**config.mk**
```make
export PLATFORM = sky130hd
export DESIGN_NAME = elevator_sequencer
export DESIGN_NICKNAME = d
export VERILOG_FILES = /design/src/rtl/elevator_pkg.sv /design/src/rtl/cycle_timer.sv /design/src/rtl/elevator_sequencer.sv
export SDC_FILE = /design/constraint.sdc
export NUM_CORES = 1
export LEC_CHECK = 0
export ABC_CLOCK_PERIOD_IN_PS = 2670
export CAP_MARGIN = 20
export CELL_PAD_IN_SITES_DETAIL_PLACEMENT = 1
export CELL_PAD_IN_SITES_GLOBAL_PLACEMENT = 1
export CORE_UTILIZATION = 42
export DETAILED_ROUTE_END_ITERATION = 8
export GPL_ROUTABILITY_DRIVEN = 0
export GPL_TIMING_DRIVEN = 0
export MAX_ROUTING_LAYER = met4
export PLACE_DENSITY = 0.83
export REMOVE_ABC_BUFFERS = 1
export SYNTH_ARGS = -nofsm -noshare
export SYNTH_HDL_FRONTEND = slang
export SYNTH_SLANG_ARGS = --single-unit
```
**constraint.sdc**
```tcl
create_clock -name clk -period 2.67 [get_ports clk]
set_input_delay 0.6675 -clock clk [delete_from_list [all_inputs] [get_ports clk]]
set_output_delay 0.6675 -clock clk [all_outputs]
set_load 0.005 [all_outputs]
```
**src/rtl/elevator_pkg.sv**
```systemverilog
// Shared types and constants for the elevator sequencer front-end:
// door FSM states, door output bundle, call-bit positions and the stopped test.
package elevator_pkg;

  typedef enum logic [1:0] {
    D_IDLE  = 2'd0,
    D_FORCE = 2'd1,
    D_DWELL = 2'd2,
    D_CLOSE = 2'd3
  } door_state_e;

  typedef struct packed {
    logic open_door;
    logic close_door;
    logic dwell;
  } door_out_t;

  localparam int NUM_CALLS = 10;

  // Bit positions of {C1U,C2D,C2U,C3D,C3U,C4D,G1,G2,G3,G4}, MSB first.
  localparam int C1U_IDX = 9;
  localparam int C2D_IDX = 8;
  localparam int C2U_IDX = 7;
  localparam int C3D_IDX = 6;
  localparam int C3U_IDX = 5;
  localparam int C4D_IDX = 4;
  localparam int G1_IDX  = 3;
  localparam int G2_IDX  = 2;
  localparam int G3_IDX  = 1;
  localparam int G4_IDX  = 0;

  // floorControl encodes stopped states with an even code.
  function automatic logic is_stopped(input logic [2:0] s);
    return (s & 3'b001) == 3'b000;
  endfunction

endpackage

```
**src/rtl/cycle_timer.sv**
```systemverilog
// Enable-gated saturating cycle counter. done is combinational: high while
// enabled, not restarting, and sitting on the terminal count TC-1.
module cycle_timer #(
  parameter int unsigned TC    = 2,
  parameter int          CNT_W = 32
) (
  input  logic clk,
  input  logic reset,
  input  logic en,
  input  logic restart,
  output logic done
);

  localparam logic [CNT_W-1:0] TC_M1 = CNT_W'(TC - 1);

  logic [CNT_W-1:0] cnt_q, cnt_d;
  logic             at_tc;

  assign at_tc = (cnt_q == TC_M1);

  always_comb begin
    cnt_d = cnt_q;
    if (!en || restart) cnt_d = '0;
    else if (!at_tc)    cnt_d = cnt_q + 1'b1;
  end

  always_ff @(posedge clk) begin
    if (reset) cnt_q <= '0;
    else       cnt_q <= cnt_d;
  end

  assign done = en & ~restart & at_tc;

endmodule

```
**src/rtl/elevator_sequencer.sv**
```systemverilog
// Call latch, door dwell FSM and travel timer in front of floorControl.
// Define DOOR_NUDGE_EN to force a close after a long continuous sensor block.
module elevator_sequencer
  import elevator_pkg::*;
#(
  parameter int unsigned DWELL_CYCLES = 200_000_000,
  parameter int unsigned MOVE_CYCLES  = 300_000_000,
  parameter int unsigned NUDGE_CYCLES = 1_000_000_000,
  parameter int          CNT_W        = 32
) (
  input  logic                 clk,
  input  logic                 reset,
  input  logic [NUM_CALLS-1:0] btn,
  input  logic [NUM_CALLS-1:0] resetButtons,
  input  logic [2:0]           state,
  input  logic                 door,
  input  logic                 MoveCountEn,
  input  logic                 doorSensor,
  input  logic                 doorOpenBtn,
  input  logic                 doorCloseBtn,
  output logic [NUM_CALLS-1:0] calls,
  output logic                 openDoor,
  output logic                 closeDoor,
  output logic                 MoveCountDone,
  output logic                 dwellActive
);

  // Call latch: clear beats a coincident press.
  logic [NUM_CALLS-1:0] calls_q, calls_d;

  always_comb calls_d = (calls_q | btn) & ~resetButtons;

  always_ff @(posedge clk) begin
    if (reset) calls_q <= '0;
    else       calls_q <= calls_d;
  end

  assign calls = calls_q;

  // Travel timer, independent of the door FSM.
  logic move_hit, move_done_q, move_done_d;

  cycle_timer #(.TC(MOVE_CYCLES), .CNT_W(CNT_W)) u_move (
    .clk     (clk),
    .reset   (reset),
    .en      (MoveCountEn),
    .restart (1'b0),
    .done    (move_hit)
  );

  always_comb move_done_d = move_hit;

  always_ff @(posedge clk) begin
    if (reset) move_done_q <= 1'b0;
    else       move_done_q <= move_done_d;
  end

  assign MoveCountDone = move_done_q;

  // Door FSM
  door_state_e dst_q, dst_d;
  door_out_t   dout_q, dout_d;
  logic        stopped, sensor_eff, act, dwell_done, nudge_done;

  assign stopped = is_stopped(state);
  assign act     = sensor_eff | doorOpenBtn;

`ifdef DOOR_NUDGE_EN
  logic nudge_q, nudge_d, nudge_en;

  assign nudge_en = door & ((dst_q == D_DWELL) | (dst_q == D_CLOSE)) & doorSensor & ~nudge_q;

  cycle_timer #(.TC(NUDGE_CYCLES), .CNT_W(CNT_W)) u_nudge (
    .clk     (clk),
    .reset   (reset),
    .en      (nudge_en),
    .restart (1'b0),
    .done    (nudge_done)
  );

  always_comb begin
    nudge_d = nudge_q;
    if (!door)           nudge_d = 1'b0;
    else if (nudge_done) nudge_d = 1'b1;
  end

  always_ff @(posedge clk) begin
    if (reset) nudge_q <= 1'b0;
    else       nudge_q <= nudge_d;
  end

  // Once nudged, a still-blocked sensor no longer holds the door.
  assign sensor_eff = doorSensor & ~nudge_q;
`else
  logic unused_nudge;
  assign unused_nudge = ^NUDGE_CYCLES;
  assign nudge_done   = 1'b0;
  assign sensor_eff   = doorSensor;
`endif

  // Counter sits at zero outside DWELL, so every entry starts a fresh dwell.
  cycle_timer #(.TC(DWELL_CYCLES), .CNT_W(CNT_W)) u_dwell (
    .clk     (clk),
    .reset   (reset),
    .en      (dst_q == D_DWELL),
    .restart (act),
    .done    (dwell_done)
  );

  always_ff @(posedge clk) begin
    if (reset) dst_q <= D_IDLE;
    else       dst_q <= dst_d;
  end

  always_comb begin
    dst_d = dst_q;
    unique case (dst_q)
      D_IDLE: begin
        if (door)                     dst_d = D_DWELL;
        else if (doorOpenBtn && stopped) dst_d = D_FORCE;
      end
      D_FORCE: begin
        if (door)          dst_d = D_DWELL;
        else if (!stopped) dst_d = D_IDLE;
      end
      D_DWELL: begin
        if (!door)                                dst_d = D_IDLE;
        else if (nudge_done)                      dst_d = D_CLOSE;
        else if (act)                             dst_d = D_DWELL;
        else if (dwell_done || doorCloseBtn)      dst_d = D_CLOSE;
      end
      D_CLOSE: begin
        if (!door)           dst_d = D_IDLE;
        else if (nudge_done) dst_d = D_CLOSE;
        else if (act)        dst_d = D_DWELL;
      end
      default: dst_d = D_IDLE;
    endcase
  end

  // Outputs are decoded from the next state and registered with it.
  always_comb begin
    dout_d            = '0;
    dout_d.open_door  = (dst_d == D_FORCE) | ((dst_d == D_DWELL) & act);
    dout_d.close_door = (dst_d == D_CLOSE);
    dout_d.dwell      = (dst_d == D_DWELL);
  end

  always_ff @(posedge clk) begin
    if (reset) dout_q <= '0;
    else       dout_q <= dout_d;
  end

  assign openDoor    = dout_q.open_door;
  assign closeDoor   = dout_q.close_door;
  assign dwellActive = dout_q.dwell;

endmodule

```
### Word level (Yosys, flattened, before mapping)

Cells that the tools add are included.

| operators by class | value |
|---|---|
| add/subtract/negate cells | 2 |
| $mul | 0 |
| div/mod/pow operators | 0 |
| magnitude comparators | 0 |
| equal/unequal tests | 8 |
| shift-type cells | 0 |
| multiplexer cells | 10 |
| bitwise gates (word level) | 11 |
| reductions and logical operators | 8 |

Operators with widths:

| kind | number |
|---|---|
| 32-bit by 1-bit adder with 32-bit output, second input constant | 2 |
| 32-bit by 28-bit == test with 1-bit output, second input constant | 1 |
| 32-bit by 29-bit == test with 1-bit output, second input constant | 1 |
| 2-bit two-way mux | 9 |
| 10-bit AND | 1 |
| 10-bit NOT | 1 |
| 10-bit OR | 1 |
| 2-bit == test, second input constant | 4 |
| 2-bit one-hot mux with 4 select lines | 1 |
| 1-bit AND | 4 |
| 2-bit by 1-bit == test with 1-bit output, second input constant | 2 |
| 2-bit OR reduction | 2 |
| 3-bit zero test | 1 |
| 2-bit zero test | 1 |
| 1-bit logical OR | 2 |
| 1-bit NOT | 2 |
| 1-bit OR | 2 |
| 1-bit logical AND | 1 |
| 1-bit zero test | 1 |

| word-level totals | value |
|---|---|
| flip-flop bits (word level) | 80 |
| latch bits | 0 |
| memory bits (writable) | 0 |
| bits in read-only memories | 0 |
| input port bits | 30 |
| output and inout bits | 14 |
| logic and storage cells | 47 |
| memories | 0 |

### Logic depth before layout (Yosys ltp)

Gate-level depths: netlist (run 1).

| depth | value |
|---|---|
| word-level depth | 12 |
| depth in mapped cells | 8 |
| mapped depth without buffers | 6 |

### Modules after synthesis

Synthesis (run 1) repeated with hierarchy kept, for this count alone.

| unflattened totals | value |
|---|---|
| cells, all modules | 409 |
| area, all modules | 3,621.0 um^2 |

Modules (own cells, without submodules):

| module | times used | cells each | area each (um^2) | seq. area each (um^2) |
|---|---|---|---|---|
| cycle_timer (u_dwell) | 1 | 179 | 1,570.3 | 640.6 |
| cycle_timer (u_move) | 1 | 176 | 1,544.0 | 640.6 |
| elevator_sequencer | 1 | 54 | 506.7 | 320.3 |

### Worst setup path after synthesis (run 1)

Ideal clock, no wire load.

| path | value |
|---|---|
| path type | register -> register |
| start | register u_dwell.cnt_q[0] |
| end | register u_dwell.cnt_q[1] |
| library setup time | 0.128 ns |
| arrival | 1.981 ns |
| required time | 2.542 ns |
| slack | 0.561 ns |
| stages on the path, launching flop included | 9 |
| path buffers | 2 |
| clock period less this slack | 2.109 ns |
| cell sequence | dfxtp_1 -> ha_1 -> nand2_1 -> or3_1 -> nor3_2 -> buf_2 -> buf_4 -> mux2i_1 -> nor2_1 |

| on the way | value |
|---|---|
| cells in the longest elaborated chain, start to end | 1 |
| elaborated cells on any way between the ends | 2 |
| those cells by class | add/sub (1); eq/ne (1) |

RTL lines:

| element | RTL line | source |
|---|---|---|
| start, declared | cycle_timer.sv:16 | `logic [CNT_W-1:0] cnt_q, cnt_d;` |
| start signal, assigned | cycle_timer.sv:29 | `else cnt_q <= cnt_d;` |
| 32-bit by 1-bit adder with 32-bit output / 32-bit by 28-bit == test with 1-bit output (equally long branches) | cycle_timer.sv:24, cycle_timer.sv:19 |  |

Several ways; a longest one is shown, not always the timed one.
A chain may end at the register's enable or synchronous reset.

### Final worst setup path (run 1)

| path | value |
|---|---|
| start | input reset |
| end | register u_dwell.cnt_q[26] |

| on the way | value |
|---|---|
| cells in the longest elaborated chain, start to end | 1 |

RTL lines:

| element | RTL line | source |
|---|---|---|
| start, declared | elevator_sequencer.sv:12 | `input logic reset,` |
| 2-bit OR reduction (no source line) | - |  |

Every way passes these cells.

==> metrics.cfg, run 1 <==
[power]
power.density_nw_per_um2=522.8
leakage_nw=1.330
ir_drop_v=0.0002836

[critical_path]
endpoint_kind=flop
rr_startpoint=u_dwell.cnt_q[3]$_SDFFE_PP0P_
critPathKind=in2reg
r2r_slack_ns=0.23
crit_fanout=23
cp_slowest_cell=clkdlybuf4s50_1
cp_slowest_stage_delay_ns=0.70
cp_cell_sequence=clkdlybuf4s50_1 -> nor2_1 -> nand3_2 -> buf_16 -> or4_1 -> nand2_1
setup.worst_path.start=reset
timing.rr.end=u_dwell.cnt_q[23]$_SDFFE_PP0P_
arrival_ns=2.75
cp-start-kind=primary input
worstPathRequired_ns=2.97
r2r.worst_path.cells=5
crit_end=u_dwell.cnt_q[26]$_SDFFE_PP0P_

[timing]
fmax_mhz=408.0
finalCritPeriodShare_pct=91.80
max_slew.worst_pin.slew_ns=1.013
slew_viol_final=0
clock_skew_ns=0.01389
finalCriticalPeriod_ns=2.451
rsz0062_at_grt=no
fin_setup_tns_ns=0
max_slew_margin_pct=31.94
hold_violations=0
finalSetupViolCount=0

[clock_network]
cts_root_buf=clkbuf_8
clk_latency_ns=0.35
cts_buffers=9
cts_buffer_depth=2
cts_num_sinks=80
cts.htree.levels=3
cts_setup_buffers=0
cts_resized=0
cts-hold-fix-buffers=0
clk_pin_slew_worst_paths_ns=0.08
cts_tree=done

[finish]
drive_gt1_share_pct=6.947
layout.nets=502
layout.cells.non_filler=580
num-fill-cells=1016
syn2layout_area_growth_pct=21.53
antenna_cells=0

[yosys]
syn_area_um2=3637
synth_top_flop_cell=dfxtp_1
ys_warn_count=0
synth_top_area_share_pct=44.03
synthTopCellsByArea=dfxtp_1 44%, a21oi_1 4.8%, or3_1 4.6%, nor2_1 4.5%, nand3_1 3.7%
synthArstFlopShare_pct=0
synth_area_per_cell_um2=8.478
synthCells=429
synth_seq_area_share_pct=44.03
synth_cell_type_count=50
synth_edf_count=0
ys_ff_latch=80
yosys.area.top_type=dfxtp_1

[place]
dp_hpwl_mm=6.800
dpl.cell_count=563
io_buffer_count=41

[min_path]
hp-class=reg2reg

[routing]
vias=3380
first_iter_violations=62
drt-wirelength-per-cell_um=16.55
antenna_left=0
drt-total-wl_mm=9.601
via_per_inst=5.828
drc=0
dr.pass1.iters=4

[global_route]
track_usage_pct=23.34
grt.overflow.total=0
antenna_found_initial=0
grt_max_degree=31
grt_pass1_wl_mm=16.02
first_global_vias=3517

[die]
dieHeight_um=95.06
fp-row-count=33
coreArea_um2=8299
die_w_um=95.06
initial_core_util_pct=43.83
boundaryPins=44
die-area_um2=9036

[run_status]
status=finished clean

[run]
drv_cap=0

==> Yosys cell counts, types with 2 or more instances <==
cell,n
inv_1,8
nor2b_1,3
or4_1,14
o21ai_1,4
buf_2,2
nand2_1,22
or3_1,27
and3_1,4
nand3_1,27
nor4_2,2
and2_1,4
o31ai_1,10
nor2_1,44
mux2i_1,2
xnor2_1,10
nor4_1,7
ha_1,2
nor4b_1,3
dfxtp_1,80
a31oi_1,3
o211ai_1,3
nand4_1,14
and4_4,2
nor3_1,24
xor2_1,9
or4b_1,2
clkbuf_1,12
and4_1,5
a21oi_1,35
o21ai_0,25
==> routing by layer <==
metal,vias up,wire (um),global-route usage [%],part of all wire [%]
met1,1662,4182,23.52,44
met5,-,0,-,0
met2,26,5108,43.51,53
li1,1678,-,-,-
met4,0,159,7.449,1.7
met3,14,151,6.061,1.6
==> power by group <==
| part | total, mW | switching [mW] | internal [mW] |
|---|---|---|---|
| combinational | 0.106 | 0.0400 | 0.0656 |
| clock | 0.993 | 0.442 | 0.551 |
| sequential | 1.21 | 0.00835 | 1.20 |
| total | 2.31 | 0.490 | 1.82 |
==> registers in the layout, summed over array words and instances, names as in the netlist <==
register / flops
u_move.cnt_q: 32
MoveCountDone: 1
openDoor: 1
dwellActive: 1
calls: 10
u_dwell.cnt_q: 32
dst_q: 2
closeDoor: 1
==> layout make-up <==
class | instances | area, um2 | share of cell area [%]
Clock buffer | 11 | 141.4 | 3.198
Clock inverter | 5 | 80.08 | 1.811
Sequential cell | 80 | 1602 | 36.23
Tap cell | 105 | 131.4 | 2.972
Multi-Input combinational cell | 326 | 1948 | 44.07
Inverter | 8 | 30.03 | 0.6793
Timing Repair Buffer | 45 | 488.0 | 11.04
==> worst max-delay path, delay by kind of cell <==
kind                   cells  cell delay, ns
buffers and inverters      2            0.95
AND/OR/NAND/NOR            4            1.12
==> placed cells by master (no fill, tap or decap), types with 7 or more instances in the layout <==
cell type        instances
dfxtp_1                 80
nor2_1                  44
clkdlybuf4s50_1         41
a21oi_1                 35
or3_1                   27
nand3_1                 26
nor3_1                  24
o21ai_0                 24
nand2_1                 22
nand4_1                 14
or4_1                   14
xnor2_1                 10
o31ai_1                 10
clkbuf_8                10
xor2_1                   9
inv_1                    8
nor4_1                   7
==> kinds of logic (layout without fill, tap and decap cells) <==
| kind of cell | after synthesis | in the layout | share of synthesized area, % |
|---|---|---|---|
| buffers and inverters | 23 | 69 | 2.546 |
| and+or+nand+nor | 215 | 215 | 33.75 |
| adders and majority gates | 2 | 2 | 0.6879 |
| AOI/OAI and AO/OA | 88 | 88 | 13.86 |
| xor gates and xnor gates | 19 | 19 | 4.575 |
| muxes | 2 | 2 | 0.5504 |
| DFF | 80 | 80 | 44.03 |
==> worst min path at each step <==
stage | start | endpoint | cells after the start
3_3_place_gp | u_dwell.cnt_q[8]$_SDFFE_PP0P_ | u_dwell.cnt_q[8]$_SDFFE_PP0P_ | 1
6_report | calls[1]$_SDFF_PP0_ | calls[1]$_SDFF_PP0_ | 2
4_1_cts | calls[1]$_SDFF_PP0_ | calls[1]$_SDFF_PP0_ | 2
3_5_place_dp | calls[0]$_SDFF_PP0_ | calls[0]$_SDFF_PP0_ | 2
2_1_floorplan | u_dwell.cnt_q[8]$_SDFFE_PP0P_ | u_dwell.cnt_q[8]$_SDFFE_PP0P_ | 1
5_1_grt | calls[5]$_SDFF_PP0_ | calls[5]$_SDFF_PP0_ | 2
==> metrics by stage <==
stage	utilization [%]	instance area (um2)	power [mW]	setup WS (ns)	hold slack, ns
after floorplan	-	3575	1.265	0.3833	0.4422
after global placement	49.60	4116	1.334	-0.8042	0.4496
after detailed placement	50.20	4167	1.341	-0.3378	0.4687
after CTS	52.87	4388	2.337	0.05098	0.4847
after global routing	53.26	4420	2.401	0.04766	0.5096
final	53.26	4420	2.311	0.2190	0.4816
Power figures use the tool's default switching activity.
==> run 2, diff against run 1 <==
CAP_MARGIN = default   (was 20)
==> metrics.cfg, run 2 (same netlist as run 1, synthesis figures left out) <==
[run_status]
status=finished clean

[clock_network]
cts_root_buf=clkbuf_8
cts_buffer_depth=2  ; unchanged
cts_setup_buffers=0  ; unchanged
cts.htree.levels=3  ; unchanged
clk_pin_slew_worst_paths_ns=0.08  ; about the same
cts_tree=done
clk_latency_ns=0.35  ; about the same
cts_num_sinks=80  ; unchanged
cts_buffers=9  ; unchanged
cts-hold-fix-buffers=0  ; unchanged

[global_route]
grt.overflow.total=0  ; unchanged
first_global_vias=3572  ; +1.6%
grt_pass1_wl_mm=16.24  ; +1.4%
track_usage_pct=23.42  ; +0.082 points
grt_max_degree=33  ; +6.5%
antenna_found_initial=0  ; unchanged

[routing]
vias=3402  ; +0.65%
via_per_inst=5.886  ; +1.0%
dr.pass1.iters=4  ; unchanged
drt-wirelength-per-cell_um=16.54  ; about the same
drt-total-wl_mm=9.562  ; -0.41%
drc=0  ; unchanged
first_iter_violations=68  ; +9.7%
antenna_left=0  ; unchanged

[place]
dpl.cell_count=561  ; -0.36%
io_buffer_count=41  ; unchanged
dp_hpwl_mm=6.715  ; -1.3%
place_ws_ns=-0.8612  ; -0.5234 ns

[critical_path]
critPathKind=in2reg
crit_fanout=30  ; +30%
worstPathRequired_ns=2.85  ; -0.12 ns
r2r_slack_ns=0.23  ; about the same
endpoint_kind=flop
arrival_ns=2.68  ; -0.07 ns
cp-start-kind=primary input

[power]
leakage_nw=1.312  ; -1.3%
ir_drop_v=0.0002542  ; -10%
power.density_nw_per_um2=531.2  ; +1.6%

[die]
dieHeight_um=95.06  ; unchanged
boundaryPins=44  ; unchanged
die_w_um=95.06  ; unchanged
initial_core_util_pct=43.83  ; unchanged
coreArea_um2=8299  ; unchanged
fp-row-count=33  ; unchanged
die-area_um2=9036  ; unchanged

[timing]
max_slew.worst_pin.slew_ns=1.255  ; +0.2417 ns
rsz0062_at_grt=no
fmax_mhz=400.3  ; -1.9%
layout_setup_ws_ns=0.1718  ; -0.04719 ns
clock_skew_ns=0.01230  ; -0.001586 ns
slew_viol_final=0  ; unchanged
max_slew_margin_pct=16.34  ; -16 points
finalCriticalPeriod_ns=2.498  ; +0.04719 ns
hold_violations=0  ; unchanged
fin_setup_tns_ns=0  ; unchanged
finalSetupViolCount=0  ; unchanged
finalCritPeriodShare_pct=93.57  ; +1.8 points

[finish]
layout.cells.non_filler=578  ; -0.34%
antenna_cells=0  ; unchanged
layout.nets=500  ; -0.40%
syn2layout_area_growth_pct=20.26
final_cell_mix=80 x dfxtp_1, 44 x nor2_1, 41 x clkdlybuf4s50_1
final_common_cell=dfxtp_1
drive_gt1_share_pct=6.554  ; -0.39 points

[min_path]
hp-class=reg2reg

[run]
drv_cap=0  ; unchanged

==> run 2: changes by cell type in the layout (fill, tap and decap cells not counted), sizes merged <==
cell | before | now
buf | 4 | 1
nor3 | 25 | 26
==> run 2: worst paths after layout <==
path	startpoint	end	cells past startpoint
setup / recovery	reset	u_move.cnt_q[18]$_SDFFE_PP0P_	3
hold / removal	calls[1]$_SDFF_PP0_	calls[1]$_SDFF_PP0_	2
setup reg to reg	u_dwell.cnt_q[3]$_SDFFE_PP0P_	u_dwell.cnt_q[23]$_SDFFE_PP0P_	5
hold reg to reg	calls[1]$_SDFF_PP0_	calls[1]$_SDFF_PP0_	2
==> run 2: cell type report <==
cell class | count | area [um2]
inverters | 8 | 30.03
well taps | 105 | 131.4
multi-input cells | 327 | 1972
fillers | 1013 | 3925
flip-flops and latches | 80 | 1602
repair buffers | 42 | 417.9
clock inverters | 5 | 80.08
clock buffers | 11 | 141.4
==> run 2: per-layer routing <==
| metal | share of wire [%] | wire length (um) | GRT usage, % |
|---|---|---|---|
| met3 | 1.9 | 179 | 5.901 |
| met2 | 54 | 5167 | 43.93 |
| met5 | 0 | 0 | - |
| met4 | 1.1 | 105 | 4.798 |
| met1 | 43 | 4110 | 24.54 |
==> run 2: repair_timing <==
| item | in CTS | in global routing |
|---|---|---|
| cloned | 0 | 1 |
| pin swaps | 0 | 1 |
| resized for setup | 3 | 0 |
| endpoints found under the setup margin | 31 | 6 |
| endpoints found under the hold margin | 0 | 0 |
==> run 2: where the power goes <==
part	leakage (nW)	internal (mW)	switching, mW
logic	0.560	0.0604	0.0389
registers	0.647	1.20	0.00835
clock network	0.106	0.551	0.460
total	1.31	1.82	0.508
==> run 2: critical path: stages <==
cell,delay (ns)
clkdlybuf4s50_1,0.84
nand2b_1,1.03
nor2_1,0.14
==> run 2: stage by stage <==
step           power (mW)  hold slack [ns]  utilization [%]  area (um2)
6_report            2.323           0.4819            52.71        4374
5_1_grt             2.404           0.5128            52.71        4374
4_1_cts             2.341           0.4852            52.59        4364
3_5_place_dp        1.339           0.4696            49.69        4124
3_3_place_gp        1.334           0.4496            49.60        4116
2_1_floorplan       1.265           0.4422                -        3575
==> run 3, diff against run 2 <==
CTS_CLUSTER_SIZE = 30   (was default)
==> results of run 3 <==
No change in the layout: final DEF, timing and power equal those of run 2.
